<file path="src/rtl/rsp_skid_buffer.sv">
// rsp_skid_buffer: two-entry registered skid buffer for a response channel.
// Breaks the ready path: m_rsp_rdy comes straight from a flop, so upstream
// never sees a combinational path from src_rdy. Strict FIFO order.
//
// Optional feature macro: RSP_SKID_PERF_EN adds the stall_cnt output, a
// saturating count of edges where src_vld=1 and src_rdy=0.
//
// Ports:
//   clk, rst_n   - clock, asynchronous active-low reset
//   flush        - synchronous discard of all buffered entries
//   m_rsp_vld    - upstream valid
//   m_rsp_rdy    - upstream ready (registered)
//   m_rsp_data   - upstream payload, DATA_WIDTH bits
//   src_vld      - downstream valid (registered)
//   src_rdy      - downstream ready
//   src_data     - downstream payload, taken from the main register
//   occ          - entry count 0..2
//   stall_cnt    - downstream stall count, CNT_WIDTH bits (RSP_SKID_PERF_EN)
module rsp_skid_buffer #(
  parameter int unsigned DATA_WIDTH = 32,
  parameter int unsigned CNT_WIDTH  = 16
) (
  input  logic                  clk,
  input  logic                  rst_n,
  input  logic                  flush,
  input  logic                  m_rsp_vld,
  output logic                  m_rsp_rdy,
  input  logic [DATA_WIDTH-1:0] m_rsp_data,
  output logic                  src_vld,
  input  logic                  src_rdy,
  output logic [DATA_WIDTH-1:0] src_data,
  output logic [1:0]            occ
`ifdef RSP_SKID_PERF_EN
  ,
  output logic [CNT_WIDTH-1:0]  stall_cnt
`endif
);

  // Encoding equals the entry count so occ is the state register itself.
  typedef enum logic [1:0] {
    EMPTY = 2'd0,
    BUSY  = 2'd1,
    FULL  = 2'd2
  } state_e;

  state_e                state_q;
  state_e                state_d;
  logic [DATA_WIDTH-1:0] main_q;
  logic [DATA_WIDTH-1:0] main_d;
  logic [DATA_WIDTH-1:0] skid_q;
  logic [DATA_WIDTH-1:0] skid_d;
  logic                  in_xfer;
  logic                  out_xfer;

  assign in_xfer  = m_rsp_vld && m_rsp_rdy;
  assign out_xfer = src_vld && src_rdy;

  // Next-state and datapath selection; flush overrides any handshake.
  always_comb begin
    state_d = state_q;
    main_d  = main_q;
    skid_d  = skid_q;
    if (flush) begin
      state_d = EMPTY;
    end else begin
      case (state_q)
        EMPTY: begin
          if (in_xfer) begin
            state_d = BUSY;
            main_d  = m_rsp_data;
          end
        end
        BUSY: begin
          if (in_xfer && out_xfer) begin
            main_d = m_rsp_data;
          end else if (in_xfer) begin
            state_d = FULL;
            skid_d  = m_rsp_data;
          end else if (out_xfer) begin
            state_d = EMPTY;
          end
        end
        FULL: begin
          // m_rsp_rdy is low here, so only the drain case matters.
          if (out_xfer) begin
            state_d = BUSY;
            main_d  = skid_q;
          end
        end
        default: state_d = EMPTY;
      endcase
    end
  end

  // State, storage and registered handshake outputs.
  always_ff @(posedge clk or negedge rst_n) begin
    if (!rst_n) begin
      state_q   <= EMPTY;
      main_q    <= '0;
      skid_q    <= '0;
      m_rsp_rdy <= 1'b0;
      src_vld   <= 1'b0;
    end else begin
      state_q   <= state_d;
      main_q    <= main_d;
      skid_q    <= skid_d;
      m_rsp_rdy <= (state_d != FULL);
      src_vld   <= (state_d != EMPTY);
    end
  end

  assign occ      = state_q;
  assign src_data = main_q;

`ifdef RSP_SKID_PERF_EN
  // Saturating stall counter; only reset clears it.
  always_ff @(posedge clk or negedge rst_n) begin
    if (!rst_n) begin
      stall_cnt <= '0;
    end else if (src_vld && !src_rdy && (stall_cnt != {CNT_WIDTH{1'b1}})) begin
      stall_cnt <= stall_cnt + CNT_WIDTH'(1);
    end
  end
`endif

endmodule

</file>
<file path="config.mk">
export PLATFORM = sky130hd
export DESIGN_NAME = rsp_skid_buffer
export DESIGN_NICKNAME = d
export VERILOG_FILES = /design/src/rtl/rsp_skid_buffer.sv
export SDC_FILE = /design/constraint.sdc
export NUM_CORES = 1
export LEC_CHECK = 0
export ABC_CLOCK_PERIOD_IN_PS = 1600
export CELL_PAD_IN_SITES_DETAIL_PLACEMENT = 0
export CELL_PAD_IN_SITES_GLOBAL_PLACEMENT = 1
export CORE_MARGIN = 10
export CORE_UTILIZATION = 36
export DETAILED_ROUTE_END_ITERATION = 8
export PLACE_DENSITY = 0.87
export SYNTH_ARGS = -nofsm -noshare
export SYNTH_HDL_FRONTEND = slang
export SYNTH_SLANG_ARGS = --single-unit
</file>
<file path="constraint.sdc">
create_clock -name clk -period 1.6 [get_ports clk]
set_input_delay 0.16 -clock clk [delete_from_list [all_inputs] [get_ports clk]]
set_output_delay 0.16 -clock clk [all_outputs]
set_load 0.05 [all_outputs]
</file>
# After elaboration in Yosys (flattened, before gate mapping)
# Cells that the tools add are included.
# W data, S select, Z words.
# word_totals
ff_bits	68
inputBits	37
output_inout_bits	36
wordCells	32
# classes
n_eq_ne	6
muxes	11
bitwise	2
reduce_logical	8
# op_table
op	n
$mux W32	3
$pmux W32 S3	1
$mux W2	6
$ne A2 B2 Y1 const B	4
$pmux W2 S3	1
$reduce_and A5 Y1	1
$reduce_and A4 Y1	1
$logic_and A1 B1 Y1	3
$reduce_bool A3 Y1	1
$eq A2 B1 Y1 const B	1
$eq A2 B2 Y1 const B	1
$logic_not A2 Y1	1
$not A1 Y1	2
$reduce_bool A2 Y1	1

# Logic depth before layout (Yosys ltp)
# Gate-level depths: netlist (run 1).
# logic_depth
depth_word	7
mapped_depth	4
ltp_nobuf	3

# Worst setup path before layout (run 1)
# OpenSTA, ideal clock, no wires.
# synth_timing
kind	register to register
startpoint	register state_q[1], in the netlist occ[1]
endpoint	register main_q[3], in the netlist src_data[3]
setup_ns	0.128
t_arrival_ns	1.827
t_required_ns	1.472
slack_ns	-0.355
path_stages_with_launch	5
n_path_buf	1
period_less_slack_ns	1.955
cell_sequence	dfrtp_1 -> nor2b_1 -> buf_2 -> mux2_2 -> mux2_1
# synth_between
elab_chain_len	3
word_cells_on_any_way	9
cone_classes	eq/ne: 5; mux: 1; reduce/logical: 3
# synth_rtl
item	line	text
start, declared	46	state_e state_q;
start signal, assigned	104	state_q <= state_d;
$eq A2 B1 Y1 (tied with other cells)	66	case (state_q)
$ne A2 B2 Y1 (no line) / $reduce_bool A3 Y1 (equally long branches)	n/a	
$reduce_and A5 Y1 (no line)	n/a	
end signal, assigned	105	main_q <= main_d;
end, declared	48	logic [DATA_WIDTH-1:0] main_q;
# Parallel ways exist; a longest one is shown, timed or not.
# A chain may end at the register's enable or synchronous reset.

# Worst setup path after layout (run 1)
# layout_timing
startpoint	register state_q[0], in the netlist occ[0]
endpoint	register main_q[16], in the netlist src_data[16]
# Same word-level chain as after synthesis.

==> results_dict.tcl, run 1 <==
set metrics [dict create \
    status "finished with violations" \
    violations "setup timing" \
    synth.distinct_cells 20 \
    die-area_um2 12300 \
    cp.arrival_ns 1.89 \
    grt_pass1_vias 2154 \
    numCtsBuffers 9 \
    design.core.area_um2 8130 \
    finalWirelength_um 7520 \
    ir_drop_mv 0.921 \
    grt_overflow 0 \
    period_share 1.04 \
    die_h_um 111 \
    via_per_inst 4.92 \
    die_w_um 111 \
    hpwl_um 4450 \
    critPathMaxFanout 7 \
    cap_viol_max_count 0 \
    hold_viol_final 0 \
    dpl.cell_count 373 \
    antenna_found_initial 0 \
    yosys_warnings 0 \
    worstSetupEndpointType "flip-flop" \
    setup_viol 32 \
    firstDrtPassIters 4 \
    num_rows 33 \
    maxSlewHeadroom 0.762 \
    area_delta_synth_final_pct 52.9 \
    fin_nets 326 \
    portBuffers 72 \
    syn_area_um2 2980 \
    yosysSeqAreaShare 0.570 \
    grt_pass1_wl_um 11100 \
    antennaDiodeCount 0 \
    crit_required_ns 1.82 \
    clkLatencyLatePin_ns 0.34 \
    cp_cell_sequence "buf_6 -> nor2b_4 -> buf_12 -> clkbuf_16 -> mux2_2 -> mux2_4" \
    whs_ns 0.359 \
    wl_per_cell_um 18.9 \
    start_kind "flip-flop" \
    num-fill-cells 664 \
    antenna_left 0 \
    p_leak_uw 0.00205 \
    pin_count 73 \
    synth_cells 189 \
    drc 0 \
    fin_crit_ns 1.66 \
    grt_max_degree 69 \
    avgSynthCellArea_um2 15.8 \
    clk_pin_slew_ns 0.07 \
    finalWeightedCongestion 0.721 \
    cts_max_level 3 \
    initial_core_util 0.367 \
    worst_slack_ns -0.0634 \
    drive_above_1_share 0.625 \
    rsz0062_at_grt "yes" \
    cts_root_buf "clkbuf_8" \
    cts_buffer_depth 2 \
    worst_pin_slew_ns 0.355 \
    p_per_area_nw_per_um2 1550 \
    cp_slowest_stage_delay_ns 0.43 \
    fin_cells 398 \
    critical_path_class "reg -> reg" \
    hold_class "in -> async" \
    drt-initial-drc-count 56 \
    drv_slew 0 \
    track_usage 0.111 \
    synth-seq-cells 68 \
    reg2reg_slack_ns -0.06 \
    critPathSlowestCell "dfrtp_2" \
    utilization 0.561 \
    fmaxAchievable_mhz 601 \
    clock_sinks 68 \
    finalClockSkew_ns 0.00697 \
    vias 1957 \
    cts_tree "built" \
    syn-num-nets 226 \
]
per-layer routing:
metal  GRT usage  up-vias  part of all wire
met1       0.134     1014              0.46
met5           0        -                 0
met4      0.0411        0            0.0081
li1            -      890                 -
met3      0.0417        6             0.045
met2       0.177       47              0.48
cell usage in the layout, fill, tap and decap left out, types with 2 or more instances in the layout:
cell	count
dfrtp_1	65
mux2_4	57
buf_4	46
mux2_2	39
clkdlybuf4s50_1	35
clkbuf_8	11
buf_12	7
clkbuf_16	3
dfrtp_2	3
buf_6	3
a211oi_1	2
bufinv_16	2
buf_16	2
flip-flops by register name, summed over array words and instances, names as in the netlist:
| register | count |
|---|---|
| src_vld | 1 |
| occ | 2 |
| src_data | 32 |
| m_rsp_rdy | 1 |
| skid_q | 32 |
cells by family after synthesis:
| group | Yosys count | synth area share |
|---|---|---|
| buf+inv | 10 | 0.0189 |
| simple gates | 9 | 0.0231 |
| compound gates | 6 | 0.0256 |
| flops | 68 | 0.570 |
| mux | 96 | 0.362 |
through the flow:
step                      setup TNS (ns)  power, µW  setup slack [ns]  cell area, µm²
final                              -1.18       7090           -0.0634            4560
after global routing               -2.33       7450           -0.0998            4560
after CTS                         -0.758       6890           -0.0342            4240
after detailed placement          -11.15       5220            -0.194            3910
after global placement             -9.99       5140            -0.165            3910
after floorplan                    -6.15       4350            -0.156            3040
repair_timing:
action | 4_1_cts | 5_1_grt
hold buffers | 1 | 0
pin swaps | 1 | 1
endpoints found under the setup margin | 58 | 47
gates cloned | 2 | 3
endpoints found under the hold margin | 68 | 0
buffers inserted | 3 | 1
resized for setup | 9 | 55
path summary, 6_finish.rpt:
path,from,end,cells after the start
worst max register to register,occ[0]$_DFF_PN0_,src_data[16]$_DFFE_PN0P_,6
worst min-delay path,rst_n,skid_q[26]$_DFFE_PN0P_,3
max in group asynchronous,rst_n,occ[1]$_DFF_PN0_,3
worst max-delay path,occ[0]$_DFF_PN0_,src_data[16]$_DFFE_PN0P_,6
min in group clk,m_rsp_data[11],skid_q[11]$_DFFE_PN0P_,2
worst min register to register,skid_q[16]$_DFFE_PN0P_,skid_q[16]$_DFFE_PN0P_,1
synthesized netlist by cell type (all sizes together):
| cell type | count | area (µm²) |
|---|---|---|
| a211oi | 2 | 15.0 |
| a21boi | 1 | 18.8 |
| a221o | 1 | 10.0 |
| buf | 9 | 52.6 |
| dfrtp | 68 | 1700 |
| inv | 1 | 3.75 |
| mux2 | 96 | 1080 |
| nand2 | 1 | 3.75 |
| nand2b | 1 | 6.26 |
| nand4 | 2 | 18.8 |
| nand4b | 1 | 8.76 |
| nand4bb | 1 | 11.3 |
| nor2 | 1 | 3.75 |
| nor2b | 1 | 6.26 |
| nor4bb | 1 | 10.0 |
| o21ai | 1 | 5.00 |
| o32ai | 1 | 27.5 |
critical path: cells and delay by family, from the launching register on:
family	cells	cell delay, ns
buffers and inverters	3	0.43
flip-flops	1	0.43
multiplexers	2	0.58
AND/OR/NAND/NOR	1	0.12
cell type report:
type	count	area (µm²)	share of cell area
clock inverters	4	72.6	0.0159
multi-input cells	111	1480	0.325
clock buffers	11	151	0.0332
flip-flops and latches	68	1710	0.374
repair buffers	98	1010	0.222
well taps	105	131	0.0288
inverters	1	3.75	0.000823
power breakdown:
group	leakage, µW	internal [µW]	switching (µW)
Sequential	0.000809	2340	349
Clock	0.000111	951	618
Combinational	0.00113	1310	1520
Total	0.00205	4600	2490
(Power assumes the default switching activity.)
==> run 2: changes to the inputs <==
Settings changed: CORE_UTILIZATION 36 to 38, CTS_BUF_LIST set to sky130_fd_sc_hd__clkbuf_2 sky130_fd_sc_hd__clkbuf_4 sky130_fd_sc_hd__clkbuf_8, CTS_CLUSTER_SIZE set to 30, PLACE_DENSITY 0.87 to 0.91, RECOVER_POWER set to 100.
==> run 2 against run 1 <==
  * The flow still finishes with violations (setup timing)
  * Sequential share of layout area grew 4.8 points
  * Combinational power down 17%
  * Worst hold slack improved by 0.10 ns
  * Worst setup slack better by 0.044 ns
  * Flip-flop and latch count unchanged
  * Design area fell by 11%
  * Routed wire length decreased by 16%
  * First-iteration DRC count down 34%
  * Critical path depth is 2 lower
  * Clock skew about the same
  * Sequential power is 1% lower
  * Critical path type unchanged
  * Critical endpoint is now src_data[18]$_DFFE_PN0P_
  * Largest power group is now registers
==> results_dict.tcl, run 2 (same netlist as run 1, synthesis figures left out) <==
set metrics [dict create \
    fin_crit_ns 1.62 \
    clk_pin_slew_ns 0.07 \
    status "finished with violations" \
    multiInputGateArea_um2 1300 \
    initial_core_util 0.388 \
    whs_ns 0.461 \
    setup_viol 22 \
    grt_pass1_vias 2066 \
    top_usage_layer "met2" \
    firstDrtPassIters 2 \
    die-area_um2 11800 \
    clock_sinks 68 \
    grt_pass1_wl_um 10200 \
    hold_viol_final 0 \
    ir_drop_mv 0.813 \
    portBuffers 72 \
    drive_above_1_share 0.484 \
    drv_slew 0 \
    hold_class "in -> reg" \
    antenna_left 0 \
    worst_slack_ns -0.0195 \
    drt-initial-drc-count 37 \
    violations "setup timing" \
    numCtsBuffers 9 \
    r2r.worst_path.cells 4 \
    finalWirelength_um 6320 \
    rsz0062_at_grt "yes" \
    fmaxAchievable_mhz 617 \
    grt_use_met3 0.0537 \
    track_usage 0.109 \
    worst_pin_slew_ns 0.913 \
    die_w_um 109 \
    cts_root_buf "clkbuf_8" \
    fin_nets 317 \
    critical_path_class "reg -> reg" \
    die_h_um 109 \
    met2_usage 0.177 \
    cp.arrival_ns 1.83 \
    clkLatencyLatePin_ns 0.33 \
    final_common_cell "mux2_2" \
    grt_overflow 0 \
    finalClockSkew_ns 0.00683 \
    critPathMaxFanout 17 \
    grtUsageMet1 0.121 \
    p_per_area_nw_per_um2 1620 \
    antenna_found_initial 0 \
    cts_max_level 3 \
    pre_cts_slack_ns -0.192 \
    finalWeightedCongestion 0.689 \
    area_delta_synth_final_pct 35.6 \
    seq_area_um2 1710 \
    p_leak_uw 0.00171 \
    cts_tree "built" \
    start_kind "flip-flop" \
    via_per_inst 4.83 \
    crit_required_ns 1.81 \
    num-fill-cells 689 \
    whs_path_depth 2 \
    drc 0 \
    vias 1871 \
    hpwl_um 4480 \
    worstSetupEndpointType "flip-flop" \
    cap_viol_max_count 0 \
    wl_per_cell_um 16.3 \
    mostFrequentLayoutCells "79 x mux2_2, 65 x dfrtp_1, 35 x clkdlybuf4s50_1" \
    design.core.area_um2 7690 \
    period_share 1.01 \
    cts_buffer_depth 2 \
    maxSlewHeadroom 0.392 \
    num_rows 32 \
    pin_count 73 \
    antennaDiodeCount 0 \
    grt_max_degree 69 \
]
run 2: per-layer routing:
metal  vias up  wire, µm
met2        48      3020
met1       941      2720
met5         -         0
met3         6       526
li1        876         -
met4         0        55
run 2: timing repair:
| item | CTS | global route |
|---|---|---|
| pin swaps | 1 | 0 |
| gates resized for setup | 0 | 15 |
| setup endpoints to repair | 32 | 64 |
| buffers inserted | 0 | 0 |
| hold buffers | 1 | 0 |
| hold endpoints to repair | 68 | 0 |
run 2: path summary, 6_finish.rpt:
kind,to,startpoint,slack [ns]
setup / recovery,src_data[18]$_DFFE_PN0P_,occ[0]$_DFF_PN0_,-0.02
hold / removal,skid_q[2]$_DFFE_PN0P_,m_rsp_data[2],0.46
setup reg to reg,src_data[18]$_DFFE_PN0P_,occ[0]$_DFF_PN0_,-0.02
hold reg to reg,src_data[30]$_DFFE_PN0P_,src_data[30]$_DFFE_PN0P_,0.50
max in group asynchronous,occ[1]$_DFF_PN0_,rst_n,0.36
min in group asynchronous,src_vld$_DFF_PN0_,rst_n,0.61
run 2: layout make-up:
cell class	instances	share of cell area
inverters	1	0.000928
well taps	102	0.0315
repair buffers	89	0.169
multi-input cells	111	0.322
clock inverters	4	0.0179
clock buffers	12	0.0377
flip-flops and latches	68	0.421
run 2: metrics by stage:
| step | instances | setup TNS, ns | total power, µW | utilization | area, µm² |
|---|---|---|---|---|---|
| 2_1_floorplan | 189 | -6.15 | 4350 | - | 3040 |
| 3_3_place_gp | 370 | -8.56 | 5140 | 0.508 | 3900 |
| 3_5_place_dp | 370 | -8.98 | 5220 | 0.508 | 3900 |
| 4_1_cts | 387 | -0.506 | 6810 | 0.538 | 4140 |
| 5_1_grt | 387 | -2.16 | 6910 | 0.526 | 4050 |
| 6_report | 387 | -0.152 | 6560 | 0.526 | 4050 |
run 2: critical path: stages (launching register included):
cell	delay, ns
dfrtp_2	0.43
nand2b_4	0.16
o32ai_4	0.35
buf_12	0.21
mux2_2	0.34
run 2: where the power goes:
| group | switching [µW] | internal [µW] | leakage (µW) |
|---|---|---|---|
| clock network | 613 | 953 | 0.000113 |
| registers | 311 | 2340 | 0.000809 |
| logic | 1460 | 877 | 0.000783 |
| total | 2380 | 4170 | 0.00171 |
